File: config.mk
export PLATFORM = sky130hd
export DESIGN_NAME = fifo_counted
export DESIGN_NICKNAME = d
export VERILOG_FILES = /design/src/rtl/fifo_counted.sv
export SDC_FILE = /design/constraint.sdc
export NUM_CORES = 1
export LEC_CHECK = 0
export ABC_AREA = 0
export CAP_MARGIN = 10
export CORE_UTILIZATION = 60
export CTS_BUF_LIST = sky130_fd_sc_hd__clkbuf_16
export CTS_CLUSTER_DIAMETER = 100
export DETAILED_ROUTE_END_ITERATION = 10
export PLACE_DENSITY = 0.73
export SLEW_MARGIN = 0
export SYNTH_ARGS = -nofsm -noshare
export SYNTH_HDL_FRONTEND = slang
export SYNTH_SLANG_ARGS = --single-unit
File: constraint.sdc
create_clock -name clk_i -period 10.29 [get_ports clk_i]
set_input_delay 1.029 -clock clk_i [delete_from_list [all_inputs] [get_ports clk_i]]
set_output_delay 1.029 -clock clk_i [all_outputs]
set_load 0.01 [all_outputs]
File: src/rtl/fifo_counted.sv
// fifo_counted: ready/valid FIFO of any depth (not only powers of two) in which every
// slot is usable. It reports its occupancy and has registered almost-full and
// almost-empty flags, a synchronous flush, and sticky overflow/underflow error flags.
// Storage is flop/LUT RAM with an asynchronous read port.
//
// Ports:
//   clk_i      clock, rising edge
//   reset_i    asynchronous, active-high reset
//   flush_i    synchronous clear of pointers, count and error flags
//   ready_o    FIFO can accept a word (count_o < depth_p)
//   valid_i    producer offers data_i
//   data_i     write data
//   valid_o    data_o holds the oldest word (count_o > 0)
//   data_o     oldest word, read combinationally from storage
//   yumi_i     consumer takes data_o this cycle
//   count_o    current occupancy, 0..depth_p
//   afull_o    count_o >= afull_lvl_p
//   aempty_o   count_o <= aempty_lvl_p
//   err_ovf_o  sticky: valid_i seen while ready_o=0
//   err_unf_o  sticky: yumi_i seen while valid_o=0
module fifo_counted #(
  parameter int width_p      = 8,
  parameter int depth_p      = 128,
  parameter int afull_lvl_p  = 120,
  parameter int aempty_lvl_p = 8
) (
  input  logic                         clk_i,
  input  logic                         reset_i,
  input  logic                         flush_i,
  output logic                         ready_o,
  input  logic                         valid_i,
  input  logic [width_p-1:0]           data_i,
  output logic                         valid_o,
  output logic [width_p-1:0]           data_o,
  input  logic                         yumi_i,
  output logic [$clog2(depth_p+1)-1:0] count_o,
  output logic                         afull_o,
  output logic                         aempty_o,
  output logic                         err_ovf_o,
  output logic                         err_unf_o
);

  localparam int ptr_w_lp = $clog2(depth_p);
  localparam int cnt_w_lp = $clog2(depth_p + 1);

  localparam logic [ptr_w_lp-1:0] last_ptr_lp = ptr_w_lp'(depth_p - 1);
  localparam logic [cnt_w_lp-1:0] depth_lp    = cnt_w_lp'(depth_p);
  localparam logic [cnt_w_lp-1:0] afull_lp    = cnt_w_lp'(afull_lvl_p);
  localparam logic [cnt_w_lp-1:0] aempty_lp   = cnt_w_lp'(aempty_lvl_p);

  logic [width_p-1:0]  mem_q [depth_p];

  logic [ptr_w_lp-1:0] wr_ptr_q, wr_ptr_d;
  logic [ptr_w_lp-1:0] rd_ptr_q, rd_ptr_d;
  logic [cnt_w_lp-1:0] count_q, count_d;
  logic                afull_q, afull_d;
  logic                aempty_q, aempty_d;
  logic                err_ovf_q, err_ovf_d;
  logic                err_unf_q, err_unf_d;

  logic                push, pop, wr_en;

  // Handshake outputs depend on registered state only, never on valid_i/yumi_i.
  assign ready_o   = (count_q != depth_lp);
  assign valid_o   = (count_q != '0);
  assign data_o    = mem_q[rd_ptr_q];
  assign count_o   = count_q;
  assign afull_o   = afull_q;
  assign aempty_o  = aempty_q;
  assign err_ovf_o = err_ovf_q;
  assign err_unf_o = err_unf_q;

  assign push  = valid_i & ready_o;
  assign pop   = yumi_i & valid_o;
  assign wr_en = push & ~flush_i;

  always_comb begin
    // NOTE: every signal gets a default before any branch so no latch is inferred.
    wr_ptr_d  = wr_ptr_q;
    rd_ptr_d  = rd_ptr_q;
    count_d   = count_q;
    err_ovf_d = err_ovf_q;
    err_unf_d = err_unf_q;

    if (flush_i) begin
      // Flush wins over everything: the handshakes of this cycle are dropped and
      // do not count as protocol errors.
      wr_ptr_d  = '0;
      rd_ptr_d  = '0;
      count_d   = '0;
      err_ovf_d = 1'b0;
      err_unf_d = 1'b0;
    end else begin
      // Explicit wrap keeps the pointers modulo depth_p for non-power-of-two depths.
      if (push) wr_ptr_d = (wr_ptr_q == last_ptr_lp) ? '0 : wr_ptr_q + ptr_w_lp'(1);
      if (pop)  rd_ptr_d = (rd_ptr_q == last_ptr_lp) ? '0 : rd_ptr_q + ptr_w_lp'(1);

      case ({push, pop})
        2'b10:   count_d = count_q + cnt_w_lp'(1);
        2'b01:   count_d = count_q - cnt_w_lp'(1);
        default: count_d = count_q;
      endcase

      err_ovf_d = err_ovf_q | (valid_i & ~ready_o);
      err_unf_d = err_unf_q | (yumi_i & ~valid_o);
    end

    // Flags come from the next count, so they line up with count_o every cycle.
    afull_d  = (count_d >= afull_lp);
    aempty_d = (count_d <= aempty_lp);
  end

  // NOTE: sequential state uses non-blocking assignments only, so every flop
  // samples the pre-edge value of every other flop.
  always_ff @(posedge clk_i or posedge reset_i) begin
    if (reset_i) begin
      wr_ptr_q  <= '0;
      rd_ptr_q  <= '0;
      count_q   <= '0;
      afull_q   <= (afull_lvl_p == 0);
      aempty_q  <= 1'b1;
      err_ovf_q <= 1'b0;
      err_unf_q <= 1'b0;
    end else begin
      wr_ptr_q  <= wr_ptr_d;
      rd_ptr_q  <= rd_ptr_d;
      count_q   <= count_d;
      afull_q   <= afull_d;
      aempty_q  <= aempty_d;
      err_ovf_q <= err_ovf_d;
      err_unf_q <= err_unf_d;
    end
  end

  // NOTE: storage has no reset; contents are only observable while valid_o=1,
  // and a reset-free array maps onto LUT RAM.
  always_ff @(posedge clk_i) begin
    if (wr_en) mem_q[wr_ptr_q] <= data_i;
  end

endmodule

; Word level (Yosys, flattened, before mapping)
; Memories as Yosys holds them, arrays and structs flattened.
; Cells that the tools add are included.
[totals]
ff_bits = 26
ramBits = 1024
inputBits = 13
output_inout_bits = 22
mem_count = 1
[classes]
add_sub_neg = 4
magnitude_cmp = 2
eq_ne = 5
muxes = 12
bitwise = 10
n_reduce_logical = 3
[mem_list]
columns = memory, depth, word_bits, rd, rd_clocked_by_memory_dff, wr, line
row1 = mem_q, 128, 8, 1, 0, 1, 51  ; logic [width_p-1:0] mem_q [depth_p];
[op_table]
columns = operator, count
row1 = $mux W7, 6
row2 = $pmux W8 S2, 1
row3 = $add A7 B1 Y7 const B, 2
row4 = $eq A7 B7 Y1 const B, 2
row5 = $add A8 B1 Y8 const B, 1
row6 = $ge A8 B7 Y1 const B, 1
row7 = $le A8 B4 Y1 const B, 1
row8 = $mux W8, 1
row9 = $ne A8 B8 Y1 const B, 1
row10 = $reduce_bool A8 Y1, 1
row11 = $sub A8 B1 Y8 const B, 1
row12 = $and A1 B1 Y1, 5
row13 = $mux W1, 4
row14 = $reduce_bool A2 Y1, 2
row15 = $not A1 Y1, 3
row16 = $eq A2 B1 Y1 const B, 1
row17 = $eq A2 B2 Y1 const B, 1
row18 = $or A1 B1 Y1, 2

; Logic depth before layout (Yosys ltp)
[logic_depth]
ltp_word = 6
mapped_depth = 15

; Worst setup path before layout
; No wires, ideal clock.
[synth_timing]
path_type = register to output
from = reg rd_ptr_q[0]
to = out data_o[0]
t_arrival_ps = 2488
t_required_ps = 9261
setup_slack_ps = 6773
stages_incl_launch_ff = 7
cell_sequence = dfrtp_1 > buf_4 > buf_2 > mux4_2 > mux4_2 > mux4_2 > mux2_2
[synth_via]
elab_chain_len = 1
[synth_lines]
columns = element, line
row1 = start: declaration, 54  ; logic [ptr_w_lp-1:0] rd_ptr_q, rd_ptr_d;
row2 = start signal: assignment, 126  ; rd_ptr_q <= rd_ptr_d;
row3 = $mem_v2 Z128 W8, n/a
row4 = end: declaration, 34  ; output logic [width_p-1:0] data_o,
; No other way between the ends.

; Worst setup path in the final report
[layout_timing]
from = reg rd_ptr_q[1]
to = out data_o[2]
; The elaborated chain is that of the path after synthesis.

==> flow_summary.yaml <==
outcome:
  outcome: "finished clean"
floorplan:
  num_rows: 96
  design.die.area_um2: 70400
  chipHeight_um: 265
  start_util: 0.607
  coreArea_um2: 68600
  io_pins: 35
  die_w_um: 265
synth:
  synth.largest_area_cell: "edfxtp_1"
  synth_top_area_frac: 0.739
  synth-seq-cells: 1050
  synthTopCellsByArea: "edfxtp_1 (74%), mux4_2 (10%), mux2i_1 (3.4%)"
  synth_ff_type: "edfxtp_1"
  avgSynthCellArea_um2: 19.2
  ys_warn_count: 0
  synth_nets: 2186
  async_reset_ff_frac: 0.0248
  synth_edf_count: 1024
  synth_cells: 2169
  ys_seq_area_frac: 0.755
  yosys.cell_types.count: 56
  netlist_area_um2: 41600
sta:
  setup_viol: 0
  slew_viol_final: 0
  fin_setup_tns_ns: 0
  slew_headroom: 0.150
  tightest_slew_ns: 1.28
  max_freq_mhz: 148
  skew_ns: 0.0215
  rsz0062_at_grt: "no"
  timing.final.hold_violations: 0
  fin_crit_ns: 6.75
  period_share: 0.656
layout:
  fin_cells: 3211
  drive_gt1_frac: 0.185
  area_growth_pct: 10.5
  final_cell_mix: "edfxtp_1 (1024), mux4_2 (190), nor2_1 (160)"
  layout_commonest_cell: "edfxtp_1"
  final_net_count: 2216
  antenna_cells: 0
worst_setup_path:
  cp-start-kind: "flip-flop"
  arrival_ns: 5.72
  crit_type: "flip-flop to output port"
  r2r_slack_ns: 6.05
  cp.required_ns: 9.26
  path_max_fanout: 139
  endpoint_kind: "output port"
min_path:
  hp-class: "flip-flop to flip-flop"
clock_network:
  clk_latency_ns: 0.66
  cts_sinks: 1050
  cts_hold_buf: 0
  clk_pin_slew_worst_paths_ns: 0.07
  clockBufferDepth: 3
  htreeDepth: 3
  cts_root_buf: "clkbuf_16"
  post_cts_resized: 0
  numCtsBuffers: 99
  postCtsSetupBuffers: 0
  cts_tree: "built"
power_and_ir_drop:
  p_leak_nw: 13.9
  switching_share: 0.258
  combinationalPowerShare: 0.187
  seqPwrFrac: 0.464
  peakVddDrop_mv: 0.225
  powerDensity_nw_per_um2: 226
  power_frac_clock: 0.349
  p_switching_mw: 2.68
  intPower_mw: 7.71
drt:
  vias: 21204
  drt-pass1-iter-count: 7
  ant_nets: 0
  wl_per_cell_um: 29.3
  routed_via_density: 6.60
  drc: 0
  first_iter_violations: 2361
  drt-total-wl_um: 94000
place:
  portBuffers: 34
  dp.cells: 3028
  routabilityCongestion: 0.843
  dp_hpwl_um: 55100
global_routing:
  grt_pass1_vias: 21167
  antenna_found_initial: 1
  grt_first_pass_wirelength_um: 139000
  gr-usage-all-layers: 0.273
  grt_max_degree: 140
  gr-total-overflow: 0
job:
  drv_cap: 0
-- routing by layer --
metal / vias up / track usage / routed length, µm
met5: - / 0 / 13
met2: 1096 / 0.433 / 45800
met3: 134 / 0.0465 / 8240
met1: 11008 / 0.390 / 37400
met4: 2 / 0.0897 / 2590
li1: 8964 / - / -
-- registers in the layout, indices dropped and copies added, names as in the netlist --
signal	flops
rd_ptr_q	7
wr_ptr_q	7
aempty_o	1
mem_q	1024
count_o	8
afull_o	1
err_unf_o	1
err_ovf_o	1
-- synth_stat cells (5+ instances only) --
library cell  count
o22ai_1          42
o221ai_1         64
inv_1             7
nor4_1            5
mux4_2          190
buf_2            32
nor2b_1          24
buf_4            17
clkbuf_1         62
mux2_2           35
a211oi_1         30
dfrtp_1          25
a2111oi_0         6
o31ai_1          11
buf_1            20
a22oi_1          11
nor3b_1           5
mux2i_1         141
a21oi_1          57
nand2_1          69
xor2_1            7
o21ai_0          38
nand3_1          14
nor2_1          160
nand4_1           5
o211ai_1          5
nor3_1            7
edfxtp_1       1024
-- final timing paths --
check                       startpoint            to  cells past startpoint
setup / recovery           rd_ptr_q[1]     data_o[2]                     10
hold / removal               err_unf_o     err_unf_o                      2
setup reg to reg            count_o[1]  mem_q[66][3]                      7
hold reg to reg              err_unf_o     err_unf_o                      2
max in group asynchronous      reset_i   rd_ptr_q[0]                      2
min in group asynchronous      reset_i    count_o[6]                      2
-- cells by family after synthesis --
family          share of synthesized area
fa+ha+maj                         0.00120
buf+inv                            0.0158
xor+xnor                          0.00232
flops                               0.755
mux                                 0.146
simple gates                       0.0341
compound gates                     0.0457
-- critical path: stages, from the launching register on --
cell and delay [ns]:
dfrtp_4 0.86, buf_4 0.69, buf_12 0.61, mux4_2 0.34
mux2i_1 0.14, a21oi_1 0.37, a21oi_1 0.14, nor2_1 0.27
o21ai_0 0.11, a211oi_1 0.68, clkdlybuf4s50_1 0.67
-- power groups by stage --
stage	clock network, mW	registers (mW)	logic, mW
3_3_place_gp	0	4.91	1.91
3_5_place_dp	0	4.91	1.94
2_1_floorplan	0	4.83	1.47
4_1_cts	3.65	4.82	1.95
6_report	3.62	4.82	1.94
5_1_grt	3.81	4.83	2.05
-- area by class of cell --
type / count / area [µm²]
tap: 931 / 1160
timing repair buffer: 62 / 568
sequential: 1050 / 31400
fill: 4318 / 22600
clock buffer: 101 / 2530
clock inverter: 81 / 706
multi-input combinational: 975 / 9580
inverter: 11 / 41.3
-- stage by stage --
stage | hold slack [ns] | worst slack [ns] | power (mW) | utilization | area (µm²)
finish | 0.508 | 3.54 | 10.4 | 0.671 | 46000
global route | 0.547 | 3.43 | 10.7 | 0.671 | 46000
CTS | 0.518 | 3.59 | 10.4 | 0.671 | 46000
detailed placement | 0.504 | 4.34 | 6.86 | 0.623 | 42800
global placement | 0.485 | 4.32 | 6.82 | 0.623 | 42800
floorplan | 0.526 | 6.77 | 6.30 | - | 41600
No activity file was read; power rests on OpenSTA's default activity.
